<file path="src/rtl/bch_gf16_pkg.sv">
// GF(2^4) helpers and constants for the BCH(15,k) t=3 decoder chain (poly x^4+x+1).
// The exponent tables are shared with the downstream key-equation/Chien stage.
package bch_gf16_pkg;
   localparam int          N             = 15;
   localparam int          NSYN          = 6;
   localparam logic [4:0]  GF16_POLY     = 5'b10011;
   localparam logic [3:0]  GF16_ZERO_EXP = 4'hF;

   typedef enum logic [1:0] {IDLE, ACC, OUT} syn_state_t;

   // Multiply by alpha: shift left, fold x^4 back as x+1.
   function automatic logic [3:0] gf_mul_alpha(input logic [3:0] x);
      return {x[2:0], 1'b0} ^ (GF16_POLY[3:0] & {4{x[3]}});
   endfunction

   // Constant multiply by alpha^p; p is an elaboration constant, so this flattens to XORs.
   function automatic logic [3:0] gf_mul_alpha_pow(input logic [3:0] x, input int unsigned p);
      logic [3:0] r;
      r = x;
      for (int unsigned i = 0; i < p; i++) r = gf_mul_alpha(r);
      return r;
   endfunction

   function automatic logic [3:0] gf_exp2int(input logic [3:0] e);
      case (e)
         4'd0:  return 4'd1;   4'd1:  return 4'd2;   4'd2:  return 4'd4;
         4'd3:  return 4'd8;   4'd4:  return 4'd3;   4'd5:  return 4'd6;
         4'd6:  return 4'd12;  4'd7:  return 4'd11;  4'd8:  return 4'd5;
         4'd9:  return 4'd10;  4'd10: return 4'd7;   4'd11: return 4'd14;
         4'd12: return 4'd15;  4'd13: return 4'd13;  4'd14: return 4'd9;
         default: return 4'd0;
      endcase
   endfunction

   function automatic logic [3:0] gf_int2exp(input logic [3:0] v);
      case (v)
         4'd1:  return 4'd0;   4'd2:  return 4'd1;   4'd3:  return 4'd4;
         4'd4:  return 4'd2;   4'd5:  return 4'd8;   4'd6:  return 4'd5;
         4'd7:  return 4'd10;  4'd8:  return 4'd3;   4'd9:  return 4'd14;
         4'd10: return 4'd9;   4'd11: return 4'd7;   4'd12: return 4'd6;
         4'd13: return 4'd13;  4'd14: return 4'd11;  4'd15: return 4'd12;
         default: return GF16_ZERO_EXP;
      endcase
   endfunction
endpackage

</file>
<file path="src/rtl/bch_syndrome_gen_if.sv">
// Serial received-word input and exponent-form syndrome stream of the syndrome stage.
interface bch_syndrome_gen_if;
   logic       in_valid;
   logic       in_bit;
   logic       out_valid;
   logic [3:0] out_syndrome;
   logic       out_no_error;

   modport master (output in_valid, in_bit, input out_valid, out_syndrome, out_no_error);
   modport slave  (input in_valid, in_bit, output out_valid, out_syndrome, out_no_error);
endinterface

</file>
<file path="src/rtl/bch_syndrome_gen_syn_cell.sv">
// One Horner accumulator: acc <= acc*alpha^J + in_bit, or loaded with in_bit on the first bit.
module bch_syn_cell
   import bch_gf16_pkg::*;
#(
   parameter int unsigned J = 1
) (
   input  logic       clk,
   input  logic       rst_n,
   input  logic       load,
   input  logic       en,
   input  logic       in_bit,
   output logic [3:0] acc,
   output logic [3:0] acc_nxt
);
   assign acc_nxt = gf_mul_alpha_pow(acc, J) ^ {3'b000, in_bit};

   always_ff @(posedge clk or negedge rst_n) begin
      if (!rst_n)    acc <= 4'd0;
      else if (load) acc <= {3'b000, in_bit};
      else if (en)   acc <= acc_nxt;
   end
endmodule

</file>
<file path="src/rtl/bch_syndrome_gen.sv">
// Serial syndrome generator: six Horner cells, then an exponent-form stream S6..S1.
module bch_syndrome_gen
   import bch_gf16_pkg::*;
(
   input  logic                clk,
   input  logic                rst_n,
   bch_syndrome_gen_if.slave   bus
);
   syn_state_t             state, nxt;
   logic                   load, en;
   logic [3:0]             cnt;
   logic [2:0]             ocnt, sel;
   logic                   no_err;
   logic [NSYN-1:0][3:0]   acc, acc_nxt;

   for (genvar g = 0; g < NSYN; g++) begin : g_cell
      bch_syn_cell #(.J(g + 1)) u_cell (
         .clk     (clk),
         .rst_n   (rst_n),
         .load    (load),
         .en      (en),
         .in_bit  (bus.in_bit),
         .acc     (acc[g]),
         .acc_nxt (acc_nxt[g])
      );
   end

   always_ff @(posedge clk or negedge rst_n) begin
      if (!rst_n) state <= IDLE;
      else        state <= nxt;
   end

   always_comb begin
      nxt  = state;
      load = 1'b0;
      en   = 1'b0;
      case (state)
         IDLE: if (bus.in_valid) begin
            load = 1'b1;
            nxt  = ACC;
         end
         ACC: if (bus.in_valid) begin
            en = 1'b1;
            if (cnt == 4'(N - 1)) nxt = OUT;
         end else begin
            nxt = IDLE;
         end
         OUT: if (ocnt == 3'(NSYN - 1)) nxt = IDLE;
         default: nxt = IDLE;
      endcase
   end

   // The zero flag looks at the accumulator values being written on the last bit.
   always_ff @(posedge clk or negedge rst_n) begin
      if (!rst_n) begin
         cnt    <= 4'd0;
         ocnt   <= 3'd0;
         no_err <= 1'b0;
      end else begin
         if (load)              cnt <= 4'd1;
         else if (en)           cnt <= cnt + 4'd1;
         else if (state != ACC) cnt <= 4'd0;

         if (state == OUT) ocnt <= ocnt + 3'd1;
         else              ocnt <= 3'd0;

         if (en && cnt == 4'(N - 1)) no_err <= ~|acc_nxt;
         else if (nxt != OUT)        no_err <= 1'b0;
      end
   end

   assign sel = 3'(NSYN - 1) - ocnt;

   always_comb begin
      bus.out_valid    = 1'b0;
      bus.out_syndrome = 4'd0;
      bus.out_no_error = 1'b0;
      if (state == OUT) begin
         bus.out_valid    = 1'b1;
         bus.out_syndrome = gf_int2exp(acc[sel]);
         bus.out_no_error = no_err;
      end
   end
endmodule

</file>
<file path="src/flat_wrapper.sv">
// flat-port wrapper written by rule: the top's interface ports become plain ports
module bch_syndrome_gen_flat import bch_gf16_pkg::*;
  (clk, rst_n, bus_in_valid, bus_in_bit, bus_out_valid, bus_out_syndrome, bus_out_no_error);
  bch_syndrome_gen_if bus_i ();
  input  logic clk;
  input  logic rst_n;
  input wire logic [$bits(bus_i.in_valid)-1:0] bus_in_valid;
  input wire logic [$bits(bus_i.in_bit)-1:0] bus_in_bit;
  output wire logic [$bits(bus_i.out_valid)-1:0] bus_out_valid;
  output wire logic [$bits(bus_i.out_syndrome)-1:0] bus_out_syndrome;
  output wire logic [$bits(bus_i.out_no_error)-1:0] bus_out_no_error;
  assign bus_i.in_valid = bus_in_valid;
  assign bus_i.in_bit = bus_in_bit;
  assign bus_out_valid = bus_i.out_valid;
  assign bus_out_syndrome = bus_i.out_syndrome;
  assign bus_out_no_error = bus_i.out_no_error;
  bch_syndrome_gen u_core (.clk(clk), .rst_n(rst_n), .bus(bus_i));
endmodule
</file>
<file path="config.mk">
export PLATFORM = sky130hd
export DESIGN_NAME = bch_syndrome_gen_flat
export DESIGN_NICKNAME = d
export VERILOG_FILES = /design/src/rtl/bch_gf16_pkg.sv /design/src/rtl/bch_syndrome_gen_if.sv /design/src/rtl/bch_syndrome_gen_syn_cell.sv /design/src/rtl/bch_syndrome_gen.sv /design/src/flat_wrapper.sv
export SDC_FILE = /design/constraint.sdc
export NUM_CORES = 1
export LEC_CHECK = 0
export ABC_AREA = 1
export CORE_MARGIN = 5
export CORE_UTILIZATION = 46
export CTS_CLUSTER_DIAMETER = 60
export CTS_CLUSTER_SIZE = 30
export DETAILED_ROUTE_END_ITERATION = 12
export GPL_TIMING_DRIVEN = 0
export HOLD_SLACK_MARGIN = 0.1
export PLACE_DENSITY = 0.65
export SLEW_MARGIN = 20
export SYNTH_ARGS = -nofsm -noshare
export SYNTH_HDL_FRONTEND = slang
export SYNTH_SLANG_ARGS = --single-unit
</file>
<file path="constraint.sdc">
create_clock -name clk -period 5 [get_ports clk]
set_input_delay 0.5 -clock clk [delete_from_list [all_inputs] [get_ports clk]]
set_output_delay 0.5 -clock clk [all_outputs]
set_load 0.02 [all_outputs]
</file>
==> impl_metrics.env <==
export IMPL_period_share=0.752
export IMPL_drive_gt1_frac=0.122
export IMPL_initial_core_util=0.473
export IMPL_multi_input_area_um2=1180
export IMPL_leakagePower_nw=1.17
export IMPL_ant_nets=0
export IMPL_antenna_cells=0
export IMPL_clkSinkCount=34
export IMPL_ys_warn_count=0
export IMPL_grt_setup_unrepaired="false"
export IMPL_first_pass_iters=4
export IMPL_p_per_area_nw_per_um2=432
export IMPL_criticalPathCategory="flop to output port"
export IMPL_start_kind="flop"
export IMPL_syn2layout_area_growth_pct=12.4
export IMPL_postCtsHoldBufs=0
export IMPL_arrival_ns=3.26
export IMPL_rows=25
export IMPL_syn_inst=287
export IMPL_num_fill_cells=465
export IMPL_cts_tree="yes"
export IMPL_globalplace_congestion=0.813
export IMPL_setup_violations_final=0
export IMPL_synth_top_area_share=0.381
export IMPL_routed_wl_um=5080
export IMPL_min_period_ns=3.76
export IMPL_dieHeight_um=79.7
export IMPL_antenna_found_initial=0
export IMPL_hpwl_um=3840
export IMPL_wl_met3_um=288
export IMPL_viasPerCell=5.10
export IMPL_numCtsBuffers=5
export IMPL_fmax_mhz=266
export IMPL_first_iter_violations=149
export IMPL_synth_top_cells_by_area="dfrtp_1 38%, nand2_1 10%, xnor2_1 7.1%"
export IMPL_numPortBuffers=8
export IMPL_die_w_um=79.7
export IMPL_cap_viol_max_count=0
export IMPL_clockRootBuffer="clkbuf_8"
export IMPL_register_area_um2=851
export IMPL_core_um2=4720
export IMPL_placed_cell_area_um2=2420
export IMPL_postSynthAreaPerCell_um2=7.79
export IMPL_dr_wl_met2_um=2270
export IMPL_cts_buffer_depth=2
export IMPL_wl_met1_um=2440
export IMPL_fin_skew_ns=0.00449
export IMPL_ctsResizeCount=0
export IMPL_syn_area_um2=2230
export IMPL_final_hold_violation_count=0
export IMPL_cp_end_kind="output port"
export IMPL_hold_path_class="input port to async pin"
export IMPL_vdd_drop_max_uv=252
export IMPL_overflow=0
export IMPL_ys_types=31
export IMPL_synth_edff_count=0
export IMPL_tightestPinTransition_ns=0.629
export IMPL_remaining_drc_errors=0
export IMPL_top_layer="met4"
export IMPL_grt_util_all_layers=0.181
export IMPL_clk_pin_slew_ns=0.07
export IMPL_ios=10
export IMPL_synth_fp_nets=300
export IMPL_slew_headroom=0.579
export IMPL_cp_required_ns=4.50
export IMPL_synth_most_common_cell="nand2_1"
export IMPL_grt_pass1_vias=1843
export IMPL_synth_top_area_cell="dfrtp_1"
export IMPL_status="completed"
export IMPL_synth_main_ff_cell="dfrtp_1"
export IMPL_ys_seq_elements=34
export IMPL_tns_ns=0
export IMPL_nNetsFinal=316
export IMPL_clk_latency_ns=0.29
export IMPL_grt_pass1_wl_um=8850
export IMPL_timing_hold_ws_ns=0.0965
export IMPL_fin_util=0.532
export IMPL_async_flop_share=1.00
export IMPL_wl_per_cell_um=13.7
export IMPL_grt_max_degree=25
export IMPL_vias=1892
export IMPL_synth_common_cells="62 x nand2_1, 34 x dfrtp_1, 33 x inv_1, 23 x nor2_1, 20 x o21ai_0"
export IMPL_cts_htree_levels=2
export IMPL_crit_fanout=8
export IMPL_slew_viol_final=0
export IMPL_cts_setup_buffers=0
export IMPL_seq_area_frac_synth=0.381
export IMPL_fin_area_um2=2510
export IMPL_dieArea_um2=6350
## layout by cell type, fill, tap and decap left out, types with 6 or more instances in the layout
cell type and instances:
o22ai_1 10, xnor2_1 18, o21ai_0 20, xor2_1 7, buf_2 7, o21ai_1 7, nand3_1 15, a21oi_1 6
inv_1 33, ha_1 9, clkbuf_8 6, nor2_1 23, dfrtp_1 34, nand2_1 62, clkdlybuf4s50_1 7
## final timing paths
| kind | from | to | slack, ns | depth (start not counted) |
|---|---|---|---|---|
| min reg2reg | u_core.no_err$_DFFE_PN0P_ | u_core.no_err$_DFFE_PN0P_ | 0.52 | 2 |
| max in group asynchronous | rst_n | u_core.g_cell[4].u_cell.acc[2]$_DFFE_PN0P_ | 4.48 | 2 |
| max | u_core.ocnt[1]$_DFF_PN0_ | bus_out_syndrome[2] | 1.24 | 14 |
| min in group clk | u_core.no_err$_DFFE_PN0P_ | u_core.no_err$_DFFE_PN0P_ | 0.52 | 2 |
| max reg2reg | u_core.cnt[0]$_DFFE_PN0P_ | u_core.no_err$_DFFE_PN0P_ | 3.43 | 10 |
| min | rst_n | u_core.g_cell[3].u_cell.acc[3]$_DFFE_PN0P_ | 0.1 | 1 |
## routing by layer
layer,up-vias,GRT usage
met5,-,0
met4,0,0.0584
met3,7,0.0339
met2,42,0.272
met1,881,0.260
li1,962,-
## stage by stage
step                std cells  worst slack, ns  power [mW]
finish                    371             1.24        1.09
global route              371            0.966        1.18
CTS                       371             1.24        1.09
detailed placement        363             1.57       0.872
global placement          362             1.57       0.865
floorplan                 287             2.27       0.773
## flip-flops by register name (all words and copies together), names as in the netlist
signal	cells
u_core.state	2
u_core.ocnt	3
u_core.g_cell.u_cell.acc	24
u_core.no_err	1
u_core.cnt	4
## power breakdown
group	switching (mW)	internal (mW)
clock	0.103	0.111
sequential	0.0623	0.329
combinational	0.284	0.197
## area by class of cell
cell class / instances / area share
Sequential cell: 34 / 0.339
Timing Repair Buffer: 9 / 0.0408
Inverter: 39 / 0.0593
Clock buffer: 7 / 0.0344
Multi-Input combinational cell: 206 / 0.471
Buffer: 8 / 0.0209
Tap cell: 67 / 0.0334
Clock inverter: 1 / 0.00199
## worst max-delay path, stage by stage, from the launching register on
cell and delay (ns):
dfrtp_1 0.54, inv_2 0.13, ha_1 0.34, inv_2 0.15, nor2_2 0.08, o21ai_1 0.09
nor2_1 0.06, a21oi_2 0.27, ha_1 0.32, nand3_1 0.10, nand2_1 0.06, nand2_1 0.05
nand2_1 0.05, nor2_1 0.12, clkdlybuf4s50_1 0.61
## cells by family after synthesis
kind of cell / share of synthesized area
simple gates: 0.244
compound gates: 0.137
xor+xnor: 0.0980
fa+ha+maj: 0.0504
buf+inv: 0.0901
flops: 0.381
Note: power is estimated with default switching activity, not from simulation.
